<file path="src/rtl/alu_exec_unit.sv">
// alu_exec_unit: registered ALU execute stage with valid/ready handshake on both sides.
// Define ALU_EXEC_FAST_SHIFT_EN to replace the bit-serial shifter with a single-cycle barrel shifter.
module alu_exec_unit #(
  parameter int WIDTH   = 32,
  parameter int SHAMT_W = 5
) (
  input  logic             clk,
  input  logic             rst_n,
  input  logic             in_valid,
  output logic             in_ready,
  input  logic [3:0]       op,
  input  logic [WIDTH-1:0] a,
  input  logic [WIDTH-1:0] b,
  output logic             out_valid,
  input  logic             out_ready,
  output logic [WIDTH-1:0] result,
  output logic             zero,
  output logic             branch_taken,
  output logic             illegal_op
);

  localparam logic [1:0] ST_IDLE  = 2'b00;
  localparam logic [1:0] ST_SHIFT = 2'b01;
  localparam logic [1:0] ST_DONE  = 2'b10;

  localparam logic [3:0] OP_AND  = 4'b0000;
  localparam logic [3:0] OP_OR   = 4'b0001;
  localparam logic [3:0] OP_ADD  = 4'b0010;
  localparam logic [3:0] OP_SUB  = 4'b0011;
  localparam logic [3:0] OP_SLL  = 4'b0100;
  localparam logic [3:0] OP_SLT  = 4'b0101;
  localparam logic [3:0] OP_XOR  = 4'b0110;
  localparam logic [3:0] OP_SRL  = 4'b0111;
  localparam logic [3:0] OP_SRA  = 4'b1000;
  localparam logic [3:0] OP_NOR  = 4'b1001;
  localparam logic [3:0] OP_BEQ  = 4'b1010;
  localparam logic [3:0] OP_BNE  = 4'b1011;
  localparam logic [3:0] OP_SLTU = 4'b1100;

  logic [1:0]         state_r;
  logic               in_ready_r;
  logic               out_valid_r;
  logic [WIDTH-1:0]   result_r;
  logic               zero_r;
  logic               branch_r;
  logic               illegal_r;

  logic [SHAMT_W-1:0] shamt_s;
  logic [WIDTH-1:0]   alu_res_s;
  logic               alu_br_s;
  logic               alu_ill_s;
  logic               iter_start_s;

  assign shamt_s = b[SHAMT_W-1:0];

  // Single-cycle datapath; in the iterative build shifts only resolve here when shamt is 0.
  always_comb begin
    alu_res_s = {WIDTH{1'b0}};
    alu_br_s  = 1'b0;
    alu_ill_s = 1'b0;
    case (op)
      OP_AND:  alu_res_s = a & b;
      OP_OR:   alu_res_s = a | b;
      OP_ADD:  alu_res_s = a + b;
      OP_SUB:  alu_res_s = a - b;
      OP_XOR:  alu_res_s = a ^ b;
      OP_NOR:  alu_res_s = ~(a | b);
`ifdef ALU_EXEC_FAST_SHIFT_EN
      OP_SLL:  alu_res_s = a << shamt_s;
      OP_SRL:  alu_res_s = a >> shamt_s;
      OP_SRA:  alu_res_s = $unsigned($signed(a) >>> shamt_s);
`else
      OP_SLL:  alu_res_s = a;
      OP_SRL:  alu_res_s = a;
      OP_SRA:  alu_res_s = a;
`endif
      OP_SLT:  alu_res_s = {{(WIDTH-1){1'b0}}, ($signed(a) < $signed(b))};
      OP_SLTU: alu_res_s = {{(WIDTH-1){1'b0}}, (a < b)};
      OP_BEQ: begin
        alu_res_s = {{(WIDTH-1){1'b0}}, (a == b)};
        alu_br_s  = (a == b);
      end
      OP_BNE: begin
        alu_res_s = {{(WIDTH-1){1'b0}}, (a != b)};
        alu_br_s  = (a != b);
      end
      default: alu_ill_s = 1'b1;
    endcase
  end

`ifdef ALU_EXEC_FAST_SHIFT_EN
  assign iter_start_s = 1'b0;
`else
  logic [WIDTH-1:0]   work_r;
  logic [WIDTH-1:0]   step_s;
  logic [SHAMT_W-1:0] cnt_r;
  logic [3:0]         shop_r;

  function automatic logic [WIDTH-1:0] shift_step(input logic [3:0] sop, input logic [WIDTH-1:0] w);
    case (sop)
      OP_SLL:  return {w[WIDTH-2:0], 1'b0};
      OP_SRL:  return {1'b0, w[WIDTH-1:1]};
      OP_SRA:  return {w[WIDTH-1], w[WIDTH-1:1]};
      default: return w;
    endcase
  endfunction

  assign iter_start_s = ((op == OP_SLL) || (op == OP_SRL) || (op == OP_SRA)) &&
                        (shamt_s != {SHAMT_W{1'b0}});
  assign step_s = shift_step(shop_r, work_r);

  // Bit-serial shifter: load on acceptance, one position per cycle while in SHIFT.
  always_ff @(posedge clk or negedge rst_n) begin
    if (!rst_n) begin
      work_r <= {WIDTH{1'b0}};
      cnt_r  <= {SHAMT_W{1'b0}};
      shop_r <= 4'b0000;
    end else if ((state_r == ST_IDLE) && in_valid && iter_start_s) begin
      work_r <= a;
      cnt_r  <= shamt_s;
      shop_r <= op;
    end else if (state_r == ST_SHIFT) begin
      work_r <= step_s;
      cnt_r  <= cnt_r - SHAMT_W'(1);
    end
  end
`endif

  // Control FSM and registered result/flag outputs.
  always_ff @(posedge clk or negedge rst_n) begin
    if (!rst_n) begin
      state_r     <= ST_IDLE;
      in_ready_r  <= 1'b1;
      out_valid_r <= 1'b0;
      result_r    <= {WIDTH{1'b0}};
      zero_r      <= 1'b1;
      branch_r    <= 1'b0;
      illegal_r   <= 1'b0;
    end else begin
      case (state_r)
        ST_IDLE: begin
          if (in_valid) begin
            in_ready_r <= 1'b0;
            if (iter_start_s) begin
              state_r <= ST_SHIFT;
            end else begin
              state_r     <= ST_DONE;
              out_valid_r <= 1'b1;
              result_r    <= alu_res_s;
              zero_r      <= (alu_res_s == {WIDTH{1'b0}});
              branch_r    <= alu_br_s;
              illegal_r   <= alu_ill_s;
            end
          end
        end
`ifndef ALU_EXEC_FAST_SHIFT_EN
        ST_SHIFT: begin
          // cnt_r holds the shifts still to do, so the step taken at count 1 is the final one.
          if (cnt_r <= SHAMT_W'(1)) begin
            state_r     <= ST_DONE;
            out_valid_r <= 1'b1;
            result_r    <= step_s;
            zero_r      <= (step_s == {WIDTH{1'b0}});
            branch_r    <= 1'b0;
            illegal_r   <= 1'b0;
          end
        end
`endif
        ST_DONE: begin
          if (out_ready) begin
            state_r     <= ST_IDLE;
            out_valid_r <= 1'b0;
            in_ready_r  <= 1'b1;
          end
        end
        default: begin
          state_r     <= ST_IDLE;
          out_valid_r <= 1'b0;
          in_ready_r  <= 1'b1;
        end
      endcase
    end
  end

  assign in_ready     = in_ready_r;
  assign out_valid    = out_valid_r;
  assign result       = result_r;
  assign zero         = zero_r;
  assign branch_taken = branch_r;
  assign illegal_op   = illegal_r;

endmodule

</file>
<file path="config.mk">
export PLATFORM = sky130hd
export DESIGN_NAME = alu_exec_unit
export DESIGN_NICKNAME = d
export VERILOG_FILES = /design/src/rtl/alu_exec_unit.sv
export SDC_FILE = /design/constraint.sdc
export NUM_CORES = 1
export LEC_CHECK = 0
export ABC_AREA = 1
export CORE_ASPECT_RATIO = 2
export CORE_MARGIN = 2
export CORE_UTILIZATION = 61
export CTS_BUF_LIST = sky130_fd_sc_hd__clkbuf_2
export DETAILED_ROUTE_END_ITERATION = 8
export HOLD_SLACK_MARGIN = 0.03
export PLACE_DENSITY = 0.84
export SLEW_MARGIN = 40
export SYNTH_ARGS = -nofsm -noshare
export SYNTH_HDL_FRONTEND = slang
export SYNTH_SLANG_ARGS = --single-unit
</file>
<file path="constraint.sdc">
create_clock -name clk -period 2.3 [get_ports clk]
set_input_delay 0.46 -clock clk [delete_from_list [all_inputs] [get_ports clk]]
set_output_delay 0.46 -clock clk [all_outputs]
set_load 0.05 [all_outputs]
</file>
==> results of run 1 <==
logic make-up after synthesis:
family                   after synthesis
adder cells (fa/ha/maj)              103
buffers and inverters                407
flip-flops                            80
AO/OA/AOI/OAI                        305
AND/OR/NAND/NOR                     1055
XOR/XNOR                               5
layer usage:
layer  track usage [%]  overflow
met1              80.5        11
met2               110       640
met3              64.3         9
met4              95.3       234
met5              22.0         0
synth_stat cells (9+ instances only):
| library cell | n |
|---|---|
| inv_1 | 327 |
| inv_2 | 13 |
| nor2_1 | 169 |
| o211ai_1 | 31 |
| nor3_1 | 20 |
| o21a_1 | 14 |
| o21bai_1 | 11 |
| or2_2 | 10 |
| nand4_1 | 30 |
| o221ai_1 | 25 |
| a21oi_1 | 93 |
| nand3_1 | 172 |
| o21ai_0 | 61 |
| buf_2 | 41 |
| o21ai_1 | 9 |
| clkbuf_1 | 19 |
| a22oi_1 | 10 |
| o22ai_1 | 20 |
| ha_1 | 101 |
| nand2_1 | 622 |
| dfrtp_1 | 78 |
| a21boi_0 | 17 |
metrics by stage:
stage / worst slack, ns / hold WS, ns
CTS: -0.139 / 0.351
detailed placement: -1.35 / 0.448
global placement: -1.27 / 0.444
floorplan: -0.00411 / 0.164
timing repair:
action / CTS
hold buffers: 1
hold endpoints to repair: 35
pin swaps: 60
gates cloned: 0
setup endpoints to repair: 50
gates resized for setup: 325
buffers inserted: 26
==> results.yml, run 1 <==
synthesis:
  yosys_warnings: 0
  synth_fa_ha_area_share_pct: 11.6
  synthCells: 1955
  synthTopCellsByArea: "nand2_1 21%, dfrtp_1 17%, ha_1 11%"
  synth_top_family_by_area: "simple AND/OR/NAND/NOR gates"
  synth-edff-count: 0
  synth-seq-cells: 80
  syn_avg_cell_area_sq_um: 5.77
  synth-simple-area-share_pct: 39.1
  synth_top_area_share_pct: 20.7
  synth_area_sq_um: 11300
  ys.flop_type: "dfrtp_1"
  synth_compound_area_share_pct: 16.9
  async_flop_share_pct: 100
  seq_area_frac_synth_pct: 17.8
  muxShareOfSynthArea_pct: 0
  syn_nets: 2130
  synth_xor_area_share_pct: 0.388
  yosysTopAreaCell: "nand2_1"
  synth.distinct_cells: 48
grt:
  grt_first_pass_wirelength_um: 135000
  grt_max_degree: 45
  overflow: 894
  grt.total_usage_pct: 86.5
  grt_pass1_vias: 22000
clock_tree:
  tritoncts.num_buffers: 9
  cts_buffer_depth: 2
  cts_sinks: 80
  cts_root_buf: "clkbuf_2"
  htree_levels: 3
place:
  placed_cells: 2607
  portBuffers: 108
  dp_hpwl_um: 45100
  place_congestion: 1.32
  placed_area_sq_um: 15600
run_status:
  status: "stopped before the end"
  stop_error: "[ERROR GRT-0116] Global routing finished with congestion. Check the congestion regions in the DRC Viewer."
  stop_stage: "global routing (5_1_grt)"
die:
  fp.dieH_um: 196
  ios: 109
  initial_core_util_pct: 61.9
  die_x_um: 100
  fp-row-count: 70
==> run 2: changes to the inputs <==
CORE_ASPECT_RATIO = default   (was 2)
CORE_UTILIZATION = 40   (was 61)
CTS_BUF_LIST = default   (was sky130_fd_sc_hd__clkbuf_2)
HOLD_SLACK_MARGIN = default   (was 0.03)
PLACE_DENSITY = default   (was 0.84)
PLACE_DENSITY_LB_ADDON = 0.15   (was default)
==> run 2 against run 1 <==
Net effect:
- the flow now finishes, with violations (negative setup slack)
- synthesized cell count did not move
- area after synthesis unchanged
==> results.yml, run 2 <==
timing:
  final_max_slew_viol_count: 0
  worst_pin_slew_ns: 0.540
  setup_ws_ns: -0.159
  setup_violations: 3
  clock.fmax_mhz: 407
  skew_ns: 0.00982
  post-route-period-util_pct: 107
  finalHoldViolCount: 0
  fin_setup_tns_ns: -0.238
  relSlewSlack_pct: 64.0
  period_minus_slack_ns: 2.46
  rsz0062_at_grt: "true"
layout:
  drive_gt1_share_pct: 50.3
  fillers: 2324
  stdcell_area_sq_um: 20300
  syn_to_final_growth_pct: 80.3
  multi_input_area_sq_um: 10500
  layout_common_cells: "477 x buf_4, 431 x nand2_1, 212 x inv_1"
  final_nets: 2743
  antennaDiodeCount: 0
  regArea_sq_um: 2000
  layout_commonest_cell: "buf_4"
flow_run:
  maxCapViolCount: 0
detailed_routing:
  first_iter_violations: 1560
  drc: 0
  vias_per_cell: 5.40
  drtPass1Iterations: 9
  via_count: 15900
  drt-total-wl_um: 58900
  wl_per_cell_um: 20.0
  ant_nets: 0
clock_tree:
  clk_latency_ns: 0.35
  tritoncts.num_buffers: 9
  ctsHoldBuffers: 0
  htree_levels: 3
  cts_tree: "yes"
  cts_sinks: 80
  cts_root_buf: "clkbuf_16"
  cts_buffer_depth: 2
  clk_transition_reported_paths_ns: 0.07
synthesis:
  yosysTopAreaCell: "nand2_1"
  syn_avg_cell_area_sq_um: 5.77
  seq_area_frac_synth_pct: 17.8
  synth_area_sq_um: 11300
  yosys_warnings: 0
  synth_common_cells: "622 x nand2_1, 327 x inv_1, 172 x nand3_1"
  async_flop_share_pct: 100
  synth-seq-cells: 80
  synthTopCellsByArea: "nand2_1 21%, dfrtp_1 17%, ha_1 11%"
  ys.flop_type: "dfrtp_1"
  yosysMostFrequentCell: "nand2_1"
  syn_nets: 2130
  synth-edff-count: 0
  synth_top_area_share_pct: 20.7
  synth.distinct_cells: 48
  synthCells: 1955
die:
  fp.dieH_um: 172
  die_x_um: 172
  ios: 109
  initial_core_util_pct: 40.6
  core_area_sq_um: 27800
  fp-row-count: 61
  die_area_sq_um: 29600
worst_setup_path:
  required_ns: 2.59
  setup.worst_path.start_class: "primary input"
  rr_endpoint: "zero"
  arrival_ns: 2.75
  worstRegToRegCells: 12
  setup.worst_path.class: "in -> reg"
  reg2reg_slack_ns: -0.02
  reg2reg_from: "shop_r[1]"
  critPathCaptureType: "flop"
  worstPathMaxFanout: 11
run_status:
  status: "finished with violations"
  violations: "negative setup slack"
grt:
  grt_first_pass_wirelength_um: 86400
  grt.total_usage_pct: 38.8
  grt_pass1_vias: 15300
  grtUsageMet2_pct: 62.2
  antenna_found_initial: 0
  met3_usage_pct: 6.18
  grt_max_degree: 53
  grt.busiest_layer: "met2"
  overflow: 0
  globalRouteMet1Util_pct: 50.2
place:
  placed_area_sq_um: 16300
  place_congestion: 1.02
  portBuffers: 108
  dp_hpwl_um: 45800
  place_ws_ns: -1.31
power:
  p_per_area_nw_per_um2: 696
  p_leak_nw: 10.1
  ir_worst_vdd_mv: 0.642
min_path:
  hp-class: "in -> async"
-- run 2: worst max path at each step --
stage / start / endpoint
after floorplan: a[0] / zero
after global placement: a[5] / zero
after detailed placement: b[5] / zero
after CTS: a[0] / zero
after global routing: b[3] / zero
final: op[1] / zero
-- run 2: cell type report --
type / count / share of cell area (%)
sequential: 80 / 9.86
inverter: 340 / 6.55
clock buffer: 9 / 1.11
multi-input combinational: 1468 / 51.6
timing repair buffer: 669 / 28.0
clock inverter: 7 / 0.542
tap: 378 / 2.33
-- run 2: critical path: stages --
cell and delay [ns]:
clkdlybuf4s15_2 0.24, inv_1 0.05, nand2_1 0.16, nor2_2 0.08, buf_4 0.20, buf_4 0.15, o21ai_1 0.14, o211ai_1 0.12
a21oi_1 0.32, nand3_2 0.17, nor2_2 0.14, nand2_2 0.11, nor3_2 0.17, nand2_1 0.09, a21oi_2 0.11
-- run 2: logic make-up after synthesis --
kind of cell	count (synthesis)	synth area share, %
AOI/OAI and AO/OA	305	16.9
xor gates and xnor gates	5	0.388
adders and majority gates	103	11.6
buffers and inverters	407	14.2
DFF	80	17.8
and+or+nand+nor	1055	39.1
-- run 2: stage by stage --
step | hold slack, ns | power (mW) | util (%) | cells
6_report | 0.0361 | 14.2 | 73.2 | 2951
3_3_place_gp | 0.417 | 10.6 | 58.5 | 2828
2_1_floorplan | 0.164 | 6.97 | - | 1955
3_5_place_dp | 0.414 | 10.7 | 58.5 | 2828
5_1_grt | 0.0617 | 14.9 | 73.2 | 2951
4_1_cts | 0.0421 | 13.2 | 68.1 | 2910
-- run 2: layer usage --
metal | up-vias | routed length [um]
li1 | 7514 | -
met1 | 7502 | 23900
met2 | 749 | 26200
met3 | 169 | 4810
met4 | 0 | 3930
met5 | - | 0
-- run 2: timing repair --
item	in CTS	in global routing
endpoints found under the setup margin	78	66
resized for setup	737	389
pin swaps	181	230
buffers inserted	68	42
cloned	1	1
hold endpoints to repair	0	0
-- run 2: power breakdown --
group	leakage [nW]	switching, mW	internal, mW
logic	8.94	5.96	4.13
registers	1.01	0.412	2.04
clock network	0.160	0.655	0.972
No activity file was read; power rests on OpenSTA's default activity.
==> run 3: changes to the inputs <==
SKIP_CTS_REPAIR_TIMING = 1   (was default)
SLEW_MARGIN = default   (was 40)
clock period = 2.5 ns   (was 2.3 ns; I/O delays follow)
==> run 3 against run 2 <==
Net effect:
- the run still ends with negative setup slack left
- die area unchanged
- final area fell by 6.3%
- critical endpoint unchanged
- sequential power decreased by 8.2%
- cell count shrank 1.9%
- total power decreased by 13%
- worst hold slack improved by 0.052 ns
- clock power is essentially flat
- sequential cell count stayed put
==> results.yml, run 3 (synthesis gave the netlist of run 2 again) <==
layout:
  final_nets: 2686
  drive_gt1_share_pct: 40.6
  layout_common_cells: "496 x nand2_1, 451 x buf_4, 243 x inv_1"
  antennaDiodeCount: 0
  regArea_sq_um: 2000
  layout_commonest_cell: "nand2_1"
  fin_cells: 2894
  syn_to_final_growth_pct: 68.9
  stdcell_area_sq_um: 19000
  multi_input_area_sq_um: 9620
  fillers: 2528
min_path:
  hp-class: "in -> async"
worst_setup_path:
  cp_top_family: "simple AND/OR/NAND/NOR gates"
  path_buf_inv: 1
  setup.worst_path.start_class: "flop"
  path_cells: "nor2_1 -> nand3_1 -> nand2_1 -> inv_2 -> o22ai_1 -> a21oi_1 -> nand4_1 -> nor2_1 -> nand4_1 -> nor2_1 -> nor2_1 -> a21oi_2"
  cpPeakStageDelay_ns: 0.38
  setup.worst_path.class: "reg -> reg"
  reg2reg_from: "shop_r[0]"
  worst_path_most_repeated_cell: "nor2_1"
  worstPathMaxFanout: 13
  worstRegToRegCells: 12
  slowest_stage: "dfrtp_1"
  required_ns: 2.79
  critPathCaptureType: "flop"
  arrival_ns: 2.85
  rr_endpoint: "zero"
  reg2reg_slack_ns: -0.06
clock_tree:
  htree_levels: 3
  cts_tree: "yes"
  cts_buffer_depth: 2
  clk_transition_reported_paths_ns: 0.07
  clk_latency_ns: 0.35
  tritoncts.num_buffers: 9
  cts_sinks: 80
  cts_root_buf: "clkbuf_16"
place:
  dp_hpwl_um: 46400
  place_ws_ns: -1.21
  portBuffers: 108
  place_congestion: 0.983
  placed_cells: 2834
  placed_area_sq_um: 16200
timing:
  relSlewSlack_pct: 61.5
  final_max_slew_viol_count: 0
  setup_ws_ns: -0.0634
  period_minus_slack_ns: 2.56
  clock.fmax_mhz: 390
  rsz0062_at_grt: "true"
  setup_violations: 1
  finalHoldViolCount: 0
  skew_ns: 0.0112
  post-route-period-util_pct: 103
  worst_pin_slew_ns: 0.576
grt:
  grt.total_usage_pct: 37.1
  overflow: 0
  grt_first_pass_wirelength_um: 81700
  grt_max_degree: 50
  antenna_found_initial: 0
  grt_pass1_vias: 14200
detailed_routing:
  via_count: 15600
  drtPass1Iterations: 5
  first_iter_violations: 1402
  drc: 0
  wl_per_cell_um: 20.1
  vias_per_cell: 5.39
  drt-total-wl_um: 58100
  ant_nets: 0
flow_run:
  maxCapViolCount: 0
die:
  core_area_sq_um: 27800
  fp.dieH_um: 172
  fp-row-count: 61
  die_area_sq_um: 29600
  initial_core_util_pct: 40.6
  ios: 109
  die_x_um: 172
power:
  p_leak_nw: 9.96
  p_per_area_nw_per_um2: 646
  finalPower_mw: 12.3
  ir_worst_vdd_mv: 0.534
run_status:
  status: "finished with violations"
  violations: "negative setup slack"
-- run 3: cell count changes in the layout (fill, tap and decap cells not counted), sizes merged --
cell | previous run | this run
buf | 605 | 508
bufinv | 2 | 3
clkbuf | 20 | 33
clkdlybuf4s15 | 11 | 0
clkinv | 1 | 0
clkinvlp | 2 | 0
dlygate4sd2 | 3 | 0
dlymetal6s2s | 0 | 41
inv | 342 | 344
-- run 3: where the power goes --
part           total [mW]  switching [mW]  internal (mW)
combinational        8.44            5.18           3.27
clock                1.62           0.614           1.00
sequential           2.25           0.371           1.87
total                12.3            6.16           6.14
-- run 3: worst register-to-register path, cell delays in order, from the launching register on --
cell and delay, ns:
dfrtp_1 0.38, nor2_1 0.07, nand3_1 0.12, nand2_1 0.17, inv_2 0.31, o22ai_1 0.13
a21oi_1 0.35, nand4_1 0.33, nor2_1 0.18, nand4_1 0.10, nor2_1 0.12, nor2_1 0.10
a21oi_2 0.13
-- run 3: worst max-delay path by stage --
stage / to / from / depth (start not counted)
6_report: zero / shop_r[0] / 12
2_1_floorplan: zero / a[0] / 17
3_3_place_gp: result[17] / a[6] / 17
4_1_cts: zero / a[8] / 20
3_5_place_dp: zero / a[8] / 20
5_1_grt: zero / b[10] / 19
-- run 3: per-stage QoR --
stage                     setup TNS (ns)  hold WS, ns  utilization (%)
after global routing              -0.476        0.123             68.5
final                            -0.0634       0.0881             68.5
after floorplan                        0        0.204                -
after global placement            -45.93        0.458             58.3
after detailed placement          -47.27        0.467             58.3
after CTS                         -20.26        0.105             59.6
-- run 3: cell type report --
cell class / count / area share (%)
clock inverter: 7 / 0.696
sequential: 80 / 10.5
tap: 378 / 2.48
inverter: 340 / 6.85
timing repair buffer: 612 / 27.8
clock buffer: 9 / 1.18
multi-input combinational: 1468 / 50.5
-- run 3: layer usage --
layer | vias to the layer above | wire [um] | GRT usage (%)
met3 | 162 | 4880 | 6.48
met2 | 709 | 25900 | 58.9
li1 | 7407 | - | -
met1 | 7322 | 23800 | 48.5
met4 | 0 | 3480 | 18.3
met5 | - | 0 | 0
